==> config.mk <==
export PLATFORM = sky130hd
export DESIGN_NAME = int_rti_sequencer_flat
export DESIGN_NICKNAME = d
export VERILOG_FILES = /design/src/rtl/int_rti_pkg.sv /design/src/rtl/int_rti_sequencer_if.sv /design/src/rtl/int_stack_ptr.sv /design/src/rtl/int_rti_sequencer.sv /design/src/flat_wrapper.sv
export SDC_FILE = /design/constraint.sdc
export NUM_CORES = 1
export LEC_CHECK = 0
export CORE_ASPECT_RATIO = 1.1
export CORE_MARGIN = 5
export CORE_UTILIZATION = 52
export CTS_CLUSTER_DIAMETER = 80
export DETAILED_ROUTE_END_ITERATION = 12
export PLACE_DENSITY = 0.83
export SLEW_MARGIN = 20
export SYNTH_ARGS = -nofsm -noshare
export SYNTH_HDL_FRONTEND = slang
export SYNTH_SLANG_ARGS = --single-unit
==> constraint.sdc <==
create_clock -name clk -period 4.39 [get_ports clk]
set_clock_uncertainty 0.1 [all_clocks]
set_input_delay 0.878 -clock clk [delete_from_list [all_inputs] [get_ports clk]]
set_output_delay 0.878 -clock clk [all_outputs]
set_load 0.1 [all_outputs]
==> src/rtl/int_rti_pkg.sv <==
// ---------------------------------------------------------------------------
// int_rti_pkg
// Shared definitions for the interrupt entry / return-from-interrupt
// sequencer: the reset value of the data-memory stack pointer, the
// sequencer state encoding and a helper that selects one half of a PC.
//
// Optional feature macro: INT_SAVE_FLAGS_EN adds the flag push/pop states.
// ---------------------------------------------------------------------------
package int_rti_pkg;

   // Stack pointer value after reset (top of the data-memory stack)
   localparam logic [15:0] SP_RESET_DEFAULT = 16'h0FFF;

   // One state per cycle of the entry and return sequences
   typedef enum logic [3:0] {
      IDLE,
      PUSH_HI,
      PUSH_LO,
`ifdef INT_SAVE_FLAGS_EN
      PUSH_FLG,
      POP_FLG_RD,
      POP_FLG_WR,
`endif
      VECTOR,
      POP_LO_RD,
      POP_LO_WR,
      POP_HI_RD,
      POP_HI_WR
   } seq_state_e;

   // Returns PC[31:16] when hi is set, otherwise PC[15:0]
   function automatic logic [15:0] pcHalf(input logic [31:0] pc, input logic hi);
      pcHalf = hi ? pc[31:16] : pc[15:0];
   endfunction

endpackage

==> src/rtl/int_rti_sequencer_if.sv <==
// ---------------------------------------------------------------------------
// int_rti_sequencer_if
// Data-memory bus used by the sequencer to push and pop the saved PC.
//   memRead / memWrite : strobes, driven by the master
//   memAddr            : address, ADDR_W bits, driven by the master
//   memWdata           : write data, driven by the master
//   memRdata           : read data, valid the cycle after memRead, driven
//                        by the slave (the memory)
// ---------------------------------------------------------------------------
interface int_rti_sequencer_if #(
   parameter int ADDR_W = 16
);

   logic              memRead;
   logic              memWrite;
   logic [ADDR_W-1:0] memAddr;
   logic [15:0]       memWdata;
   logic [15:0]       memRdata;

   // Sequencer side
   modport master (
      output memRead,
      output memWrite,
      output memAddr,
      output memWdata,
      input  memRdata
   );

   // Memory side
   modport slave (
      input  memRead,
      input  memWrite,
      input  memAddr,
      input  memWdata,
      output memRdata
   );

endinterface

==> src/rtl/int_stack_ptr.sv <==
// ---------------------------------------------------------------------------
// int_stack_ptr
// Data-memory stack pointer. Decrements on a push, increments on a pop,
// wraps modulo 2^ADDR_W with no overflow/underflow detection.
//   clk : clock, rising edge
//   Rst : synchronous active-high reset, loads SP_RESET
//   inc : pop this cycle  (sp <= sp + 1)
//   dec : push this cycle (sp <= sp - 1)
//   sp  : current stack pointer
// ---------------------------------------------------------------------------
module int_stack_ptr #(
   parameter int                ADDR_W   = 16,
   parameter logic [ADDR_W-1:0] SP_RESET = '1
) (
   input  logic              clk,
   input  logic              Rst,
   input  logic              inc,
   input  logic              dec,
   output logic [ADDR_W-1:0] sp
);

   // inc and dec are never requested together by the sequencer; if they
   // ever were, the pointer is left unchanged.
   always_ff @(posedge clk) begin
      if (Rst) begin
         sp <= SP_RESET;
      end else if (inc && !dec) begin
         sp <= sp + ADDR_W'(1);
      end else if (dec && !inc) begin
         sp <= sp - ADDR_W'(1);
      end
   end

endmodule

==> src/rtl/int_rti_sequencer.sv <==
// ---------------------------------------------------------------------------
// int_rti_sequencer
// Interrupt entry / RTI sequencer. On an accepted interrupt it pushes the
// 32-bit PC onto the data-memory stack (high half first) and pulses
// startINT to load vector 0. On RTI it pops the low half then the high
// half and hands each to the PC through writePcLow / writePcHigh.
//
// Ports:
//   clk, Rst          : clock (rising edge), synchronous active-high reset
//   intReq, rtiReq    : level requests; interrupt wins when both are high
//   pcIn              : PC to save on interrupt entry
//   mem               : data-memory bus (master side)
//   INTStall          : hold the PC while a sequence runs
//   startINT          : one-cycle pulse, load interrupt vector 0
//   writePcHigh/Low   : load returnAddress into PC[31:16] / PC[15:0]
//   returnAddress     : restored PC half, 0 when neither write is active
//   busy              : high in every non-IDLE state
//
// Optional feature macro INT_SAVE_FLAGS_EN: also pushes flagsIn after the
// PC and restores it first on return through flagsOut / flagsWrite.
// ---------------------------------------------------------------------------
module int_rti_sequencer
   import int_rti_pkg::*;
#(
   parameter int                ADDR_W   = 16,
   parameter logic [ADDR_W-1:0] SP_RESET = ADDR_W'(SP_RESET_DEFAULT)
) (
   input  logic                       clk,
   input  logic                       Rst,
   input  logic                       intReq,
   input  logic                       rtiReq,
   input  logic [31:0]                pcIn,
   int_rti_sequencer_if.master        mem,
`ifdef INT_SAVE_FLAGS_EN
   input  logic [3:0]                 flagsIn,
   output logic [3:0]                 flagsOut,
   output logic                       flagsWrite,
`endif
   output logic                       INTStall,
   output logic                       startINT,
   output logic                       writePcHigh,
   output logic                       writePcLow,
   output logic [15:0]                returnAddress,
   output logic                       busy
);

   seq_state_e        state;
   logic [31:0]       savedPc;
   logic [ADDR_W-1:0] sp;

   // The stack pointer moves in exactly the cycles that touch memory:
   // down after each write, up with each read.
   int_stack_ptr #(
      .ADDR_W   (ADDR_W),
      .SP_RESET (SP_RESET)
   ) stackPtr (
      .clk (clk),
      .Rst (Rst),
      .inc (mem.memRead),
      .dec (mem.memWrite),
      .sp  (sp)
   );

   // Sequencer. Strobes, address and write data are registered together
   // with the state they belong to, so each is computed from the SP value
   // that will be current once the new state is entered: a push following
   // another push uses sp-1, a pop read uses sp+1.
   always_ff @(posedge clk) begin
      if (Rst) begin
         state        <= IDLE;
         savedPc      <= '0;
         mem.memRead  <= 1'b0;
         mem.memWrite <= 1'b0;
         mem.memAddr  <= '0;
         mem.memWdata <= '0;
         startINT     <= 1'b0;
         writePcLow   <= 1'b0;
         writePcHigh  <= 1'b0;
`ifdef INT_SAVE_FLAGS_EN
         flagsWrite   <= 1'b0;
`endif
      end else begin
         mem.memRead  <= 1'b0;
         mem.memWrite <= 1'b0;
         mem.memAddr  <= '0;
         mem.memWdata <= '0;
         startINT     <= 1'b0;
         writePcLow   <= 1'b0;
         writePcHigh  <= 1'b0;
`ifdef INT_SAVE_FLAGS_EN
         flagsWrite   <= 1'b0;
`endif
         case (state)
            IDLE: begin
               if (intReq) begin
                  savedPc      <= pcIn;
                  state        <= PUSH_HI;
                  mem.memWrite <= 1'b1;
                  mem.memAddr  <= sp;
                  mem.memWdata <= pcHalf(pcIn, 1'b1);
               end else if (rtiReq) begin
`ifdef INT_SAVE_FLAGS_EN
                  state        <= POP_FLG_RD;
`else
                  state        <= POP_LO_RD;
`endif
                  mem.memRead  <= 1'b1;
                  mem.memAddr  <= sp + ADDR_W'(1);
               end
            end
            PUSH_HI: begin
               state        <= PUSH_LO;
               mem.memWrite <= 1'b1;
               mem.memAddr  <= sp - ADDR_W'(1);
               mem.memWdata <= pcHalf(savedPc, 1'b0);
            end
            PUSH_LO: begin
`ifdef INT_SAVE_FLAGS_EN
               state        <= PUSH_FLG;
               mem.memWrite <= 1'b1;
               mem.memAddr  <= sp - ADDR_W'(1);
               mem.memWdata <= {12'b0, flagsIn};
`else
               state        <= VECTOR;
               startINT     <= 1'b1;
`endif
            end
`ifdef INT_SAVE_FLAGS_EN
            PUSH_FLG: begin
               state    <= VECTOR;
               startINT <= 1'b1;
            end
            POP_FLG_RD: begin
               state      <= POP_FLG_WR;
               flagsWrite <= 1'b1;
            end
            POP_FLG_WR: begin
               state       <= POP_LO_RD;
               mem.memRead <= 1'b1;
               mem.memAddr <= sp + ADDR_W'(1);
            end
`endif
            VECTOR: begin
               state <= IDLE;
            end
            POP_LO_RD: begin
               state      <= POP_LO_WR;
               writePcLow <= 1'b1;
            end
            POP_LO_WR: begin
               state       <= POP_HI_RD;
               mem.memRead <= 1'b1;
               mem.memAddr <= sp + ADDR_W'(1);
            end
            POP_HI_RD: begin
               state       <= POP_HI_WR;
               writePcHigh <= 1'b1;
            end
            POP_HI_WR: begin
               state <= IDLE;
            end
            default: begin
               state <= IDLE;
            end
         endcase
      end
   end

   // Read data only arrives in the cycle after the read strobe, so the
   // restored value is steered from memRdata under the registered write
   // enables rather than registered itself.
   assign returnAddress = (writePcLow || writePcHigh) ? mem.memRdata : 16'h0000;
`ifdef INT_SAVE_FLAGS_EN
   assign flagsOut      = flagsWrite ? mem.memRdata[3:0] : 4'h0;
`endif

   // Busy and stall cover VECTOR too; startINT takes priority downstream.
   assign busy     = (state != IDLE);
   assign INTStall = busy;

endmodule
==> src/flat_wrapper.sv <==
// flat-port wrapper written by rule: the top's interface ports become plain ports
module int_rti_sequencer_flat import int_rti_pkg::*;
#(
   parameter int                ADDR_W   = 16,
   parameter logic [ADDR_W-1:0] SP_RESET = ADDR_W'(SP_RESET_DEFAULT)
)
  (clk, Rst, intReq, rtiReq, pcIn, INTStall, startINT, writePcHigh, writePcLow, returnAddress, busy, mem_memRead, mem_memWrite, mem_memAddr, mem_memWdata, mem_memRdata);
  int_rti_sequencer_if #(.ADDR_W(ADDR_W)) mem_i ();
  input  logic clk;
  input  logic Rst;
  input  logic intReq;
  input  logic rtiReq;
  input  logic [31:0] pcIn;
  output logic INTStall;
  output logic startINT;
  output logic writePcHigh;
  output logic writePcLow;
  output logic [15:0] returnAddress;
  output logic busy;
  output wire logic [$bits(mem_i.memRead)-1:0] mem_memRead;
  output wire logic [$bits(mem_i.memWrite)-1:0] mem_memWrite;
  output wire logic [$bits(mem_i.memAddr)-1:0] mem_memAddr;
  output wire logic [$bits(mem_i.memWdata)-1:0] mem_memWdata;
  input wire logic [$bits(mem_i.memRdata)-1:0] mem_memRdata;
  assign mem_memRead = mem_i.memRead;
  assign mem_memWrite = mem_i.memWrite;
  assign mem_memAddr = mem_i.memAddr;
  assign mem_memWdata = mem_i.memWdata;
  assign mem_i.memRdata = mem_memRdata;
  int_rti_sequencer #(.ADDR_W(ADDR_W), .SP_RESET(SP_RESET)) u_core (.clk(clk), .Rst(Rst), .intReq(intReq), .rtiReq(rtiReq), .pcIn(pcIn), .mem(mem_i), .INTStall(INTStall), .startINT(startINT), .writePcHigh(writePcHigh), .writePcLow(writePcLow), .returnAddress(returnAddress), .busy(busy));
endmodule
==> flow_summary.yaml, run 1 <==
pwr:
  p_leak_nw: 1.85
  vdd_drop_max_mv: 0.651
  power_density_nw_per_um2: 664
synth:
  yosys.area.top_type: "dfxtp_1"
  synth_nets: 525
  synth_sequential_area_ratio_pct: 38.3
  synthDistinctLibCells: 54
  synth_async_sr_flop_share_pct: 0
  avgSynthCellArea_sq_um: 8.10
  yosys_most_used_dff: "dfxtp_1"
  yosys_register_bits: 72
  synth_cells: 465
  ys_top_cells_by_area: "dfxtp_1, a21oi_1, nand2_1"
  yosys_warnings: 0
  synth_edf_count: 0
  yosysTopAreaCellShare_pct: 38.3
  netlist_area_sq_um: 3760
worst_setup_path:
  r2r_cells: 7
  rr_startpoint: "u_core.state[0]"
  crit_path_end_kind: "output pin"
  worstSetupPathType: "flop to output pin"
  timing.reg2reg.setup_slack_ns: 1.87
  worstSetupStartpoint: "u_core.state[0]"
  crit_path_start_kind: "flop"
  crit_fanout: 7
  critPathCapture: "INTStall"
  arrival_ns: 2.63
  r2r-end: "u_core.mem.memAddr[9]"
  crit_required_ns: 3.41
clocking:
  cts_resized: 0
  h-tree-depth: 3
  cts_setup_buffers: 0
  cts_buffers: 9
  clkTransAtPathRegs_ns: 0.08
  tritoncts: "built"
  cts.sinks: 72
  clk_path_buf_depth: 2
  cts_hold_buf: 0
  root_buffer: "clkbuf_8"
  clock_latency_ns: 0.35
routing:
  wl_per_cell_um: 16.1
  vias: 3652
  firstDrtPassIters: 5
  highest_layer: "met4"
  avgViaCountPerCell: 5.78
  drt_wl_total_um: 10200
  post-route-drc-count: 0
  wl_met3_um: 836
  routed-wl-met2_um: 5170
  wl_met1_um: 3980
  detail-route-antenna-nets: 0
  drtIter0Drc: 355
layout:
  n_antenna_cell: 0
  final_cell_mix: "clkdlybuf4s50_1, dfxtp_1, nand2_1"
  area.growth.synth_to_final_pct: 31.9
  final_util_pct: 70.5
  fin_nets: 602
  drive_gt1_share_pct: 9.87
  multi_input_area_sq_um: 2070
  seq_area_sq_um: 1440
  final_common_cell: "clkdlybuf4s50_1"
  n_fill_cell: 575
sta:
  drv_slew: 0
  finalCritPeriodShare_pct: 82.3
  fin_crit_ns: 3.61
  relSlewSlack_pct: 32.1
  fin_ws_ns: 0.779
  setup_viol: 0
  hold_ws_ns: 0.355
  hold_viol: 0
  tns_ns: 0
  rsz0062_at_grt: "no"
  fmax_mhz: 277
  tightest_slew_ns: 1.02
job:
  drv_cap: 0
place:
  hpwl_um: 7080
  gp_congestion: 0.894
  pre_cts_slack_ns: 1.20
  port_buffers: 106
die:
  ios: 107
  num_rows: 32
  die_w_um: 91.1
  core_area_sq_um: 7050
  initial_utilization_pct: 53.4
  dieArea_sq_um: 9040
  die_h_um: 99.2
global_routing:
  antenna_found_initial: 0
  track_usage_pct: 22.0
  grt_max_degree: 36
  gr-total-overflow: 0
  grt_pass1_vias: 3399
  grt_pass1_wl_um: 16500
outcome:
  outcome: "complete, no violations"
min_path:
  hold_class: "flop to flop"
[critical path, stage by stage, from the launching register on]
cell and delay, ns:
dfxtp_1 0.43, inv_1 0.09, ha_1 0.28, nor2b_1 0.19, inv_1 0.14, clkdlybuf4s50_1 1.15
[cell usage after synthesis, types with 12 or more instances]
| master | count |
|---|---|
| a21oi_1 | 46 |
| a22oi_1 | 17 |
| buf_2 | 14 |
| clkbuf_1 | 24 |
| dfxtp_1 | 72 |
| nand2_1 | 51 |
| nand3_1 | 12 |
| nand4_1 | 17 |
| nor2_1 | 39 |
| nor2b_1 | 20 |
| nor3_1 | 14 |
| o21ai_0 | 13 |
| xnor2_1 | 16 |
[stage by stage]
step	cells	total power (W)	area, sq um
6_report	632	0.00330	4970
3_5_place_dp	616	0.00265	4720
5_1_grt	632	0.00346	4970
3_3_place_gp	616	0.00262	4720
2_1_floorplan	465	0.00227	3760
4_1_cts	632	0.00329	4960
[power by group]
part	internal [W]	switching [W]
Clock	0.000382	0.000262
Combinational	0.000477	0.00130
Sequential	0.000780	0.0000947
Total	0.00164	0.00166
[metal layers]
metal / GRT usage, % / vias to the layer above
met3: 5.67 / 18
met5: 0 / -
met1: 27.1 / 1681
li1: - / 1772
met2: 36.4 / 181
met4: 9.03 / 0
[worst min path at each step]
stage,startpoint,endpoint,slack [ns],cells after the start
2_1_floorplan,u_core.savedPc[0],u_core.savedPc[0],0.34,2
3_3_place_gp,u_core.savedPc[8],u_core.savedPc[8],0.34,2
3_5_place_dp,u_core.savedPc[15],u_core.savedPc[15],0.35,2
4_1_cts,u_core.savedPc[15],u_core.savedPc[15],0.36,2
5_1_grt,u_core.savedPc[13],u_core.savedPc[13],0.38,2
6_report,u_core.savedPc[15],u_core.savedPc[15],0.35,2
[cell type report]
type / count / area share [%]
flip-flops and latches: 72 / 29.0
repair buffers: 111 / 21.3
clock inverters: 6 / 2.34
multi-input cells: 337 / 41.8
clock buffers: 10 / 2.57
well taps: 85 / 2.14
inverters: 11 / 0.831
[registers in the layout, summed over array words and instances (netlist names)]
name	flops
u_core.mem.memAddr	16
u_core.mem.memRead	1
u_core.mem.memWdata	16
u_core.mem.memWrite	1
u_core.savedPc	16
u_core.stackPtr.sp	16
u_core.startINT	1
u_core.state	3
u_core.writePcHigh	1
u_core.writePcLow	1
[cells by family (layout without fill, tap and decap cells)]
family	Yosys count	count (layout)	share of synthesized area, %
buffers and inverters	56	138	6.85
AO/OA/AOI/OAI	103	103	16.7
adder cells (fa/ha/maj)	8	8	2.66
multiplexers	6	6	1.73
flip-flops	72	72	38.3
AND/OR/NAND/NOR	198	198	28.7
XOR/XNOR	22	22	5.12
No activity file was read; power rests on OpenSTA's default activity.
==> run 2: changes to the inputs <==
--- a/config.mk
+++ b/config.mk
@@ -7,10 +7,10 @@
 export LEC_CHECK = 0
 export CORE_ASPECT_RATIO = 1.1
 export CORE_MARGIN = 5
-export CORE_UTILIZATION = 52
+export CORE_UTILIZATION = 43
 export CTS_CLUSTER_DIAMETER = 80
 export DETAILED_ROUTE_END_ITERATION = 12
-export PLACE_DENSITY = 0.83
+export PLACE_DENSITY = 0.73
 export SLEW_MARGIN = 20
 export SYNTH_ARGS = -nofsm -noshare
 export SYNTH_HDL_FRONTEND = slang
==> constraint.sdc (replaced) <==
create_clock -name clk -period 3.29 [get_ports clk]
set_clock_uncertainty 0.1 [all_clocks]
set_input_delay 0.658 -clock clk [delete_from_list [all_inputs] [get_ports clk]]
set_output_delay 0.658 -clock clk [all_outputs]
set_load 0.1 [all_outputs]
==> flow_summary.yaml, run 2 (synthesis gave the netlist of run 1 again) <==
routing:
  firstDrtPassIters: 5
  avgViaCountPerCell: 5.53
  wl_per_cell_um: 15.8
  post-route-drc-count: 0
  drtIter0Drc: 190
  detail-route-antenna-nets: 0
  drt_wl_total_um: 10500
  vias: 3664
place:
  gp_congestion: 0.891
  pre_cts_slack_ns: 0.555
  port_buffers: 106
  hpwl_um: 7300
worst_setup_path:
  critPathCapture: "INTStall"
  worstSetupPathType: "flop to output pin"
  rr_startpoint: "u_core.stackPtr.sp[0]"
  crit_fanout: 7
  worstSetupStartpoint: "u_core.state[0]"
  r2r_cells: 6
  crit_path_end_kind: "output pin"
  crit_required_ns: 2.53
  arrival_ns: 1.80
  timing.reg2reg.setup_slack_ns: 0.87
  r2r-end: "u_core.stackPtr.sp[14]"
  crit_path_start_kind: "flop"
clocking:
  root_buffer: "clkbuf_8"
  clkTransAtPathRegs_ns: 0.08
  cts_buffers: 9
  tritoncts: "built"
  cts_resized: 0
  cts.sinks: 72
  cts_hold_buf: 0
  clock_latency_ns: 0.36
  clk_path_buf_depth: 2
  cts_setup_buffers: 0
  h-tree-depth: 3
die:
  initial_utilization_pct: 44.5
  die_h_um: 108
  core_area_sq_um: 8450
  num_rows: 35
  ios: 107
  dieArea_sq_um: 10700
  die_w_um: 99.2
global_routing:
  track_usage_pct: 19.6
  grt_max_degree: 33
  grt_pass1_wl_um: 16900
  gr-total-overflow: 0
  grt_pass1_vias: 3455
  antenna_found_initial: 0
sta:
  finalCritPeriodShare_pct: 77.7
  fin_ws_ns: 0.733
  fmax_mhz: 391
  rsz0062_at_grt: "no"
  drv_slew: 0
  tightest_slew_ns: 0.936
  fin_crit_ns: 2.56
  hold_viol: 0
  relSlewSlack_pct: 37.3
  setup_viol: 0
layout:
  area.growth.synth_to_final_pct: 30.9
  final_cell_mix: "dfxtp_1, buf_4, nand2_1, clkdlybuf4s50_1, a21oi_1"
  drive_gt1_share_pct: 17.8
  n_antenna_cell: 0
  final_common_cell: "dfxtp_1"
  fin_nets: 607
  final_util_pct: 58.3
pwr:
  power_density_nw_per_um2: 875
  p_leak_nw: 1.93
  vdd_drop_max_mv: 0.827
  power_w: 0.00431
outcome:
  outcome: "complete, no violations"
min_path:
  hold_class: "flop to flop"
job:
  drv_cap: 0
==> run 2: cell count changes in the layout (fill, tap and decap cells not counted), sizes merged <==
cell	previous run	this run
bufinv	3	2
clkdlybuf4s50	90	51
buf	21	65
clkinv	2	1
clkinvlp	0	2
==> run 2: metal layers <==
layer  routed length (um)  global-route usage, %  share of wire, %  vias to the layer above
met5                    0                      0                 0                        -
met4                  260                   9.46               2.5                        0
met3                  683                   3.87               6.5                       20
met2                 5030                   32.4                48                      129
met1                 4500                   24.3                43                     1721
li1                     -                      -                 -                     1794
==> run 2: critical path: stages, from the launching register on <==
cell     delay [ns]
dfxtp_1        0.41
inv_1          0.08
ha_1           0.29
nor2b_1        0.19
inv_1          0.15
buf_4          0.32
==> run 2: power breakdown <==
group	switching, W	internal [W]
logic	0.00173	0.000615
registers	0.000137	0.00104
clock network	0.000355	0.000431
total	0.00222	0.00209
==> run 2: stage by stage <==
step,cells,hold WS (ns),area [sq um],setup TNS (ns)
2_1_floorplan,465,0.336,3760,-3.13
5_1_grt,663,0.376,4930,0
4_1_cts,663,0.361,4920,0
3_3_place_gp,647,0.342,4700,0
3_5_place_dp,647,0.351,4700,0
6_report,663,0.358,4930,0
==> run 2: cell type report <==
cell class,count,area [sq um]
fillers,754,3520
inverters,11,41.3
clock buffers,10,128
well taps,111,139
multi-input cells,337,2070
flip-flops and latches,72,1440
repair buffers,116,1010
clock inverters,6,92.6
==> run 2: worst min path at each step <==
stage                                  start                  to  slack (ns)  cells after the start
after CTS                  u_core.savedPc[7]   u_core.savedPc[7]        0.36                      2
after global placement     u_core.savedPc[8]   u_core.savedPc[8]        0.34                      2
after floorplan            u_core.savedPc[0]   u_core.savedPc[0]        0.34                      2
after detailed placement   u_core.savedPc[7]   u_core.savedPc[7]        0.35                      2
final                      u_core.savedPc[7]   u_core.savedPc[7]        0.36                      2
after global routing      u_core.savedPc[15]  u_core.savedPc[15]        0.38                      2
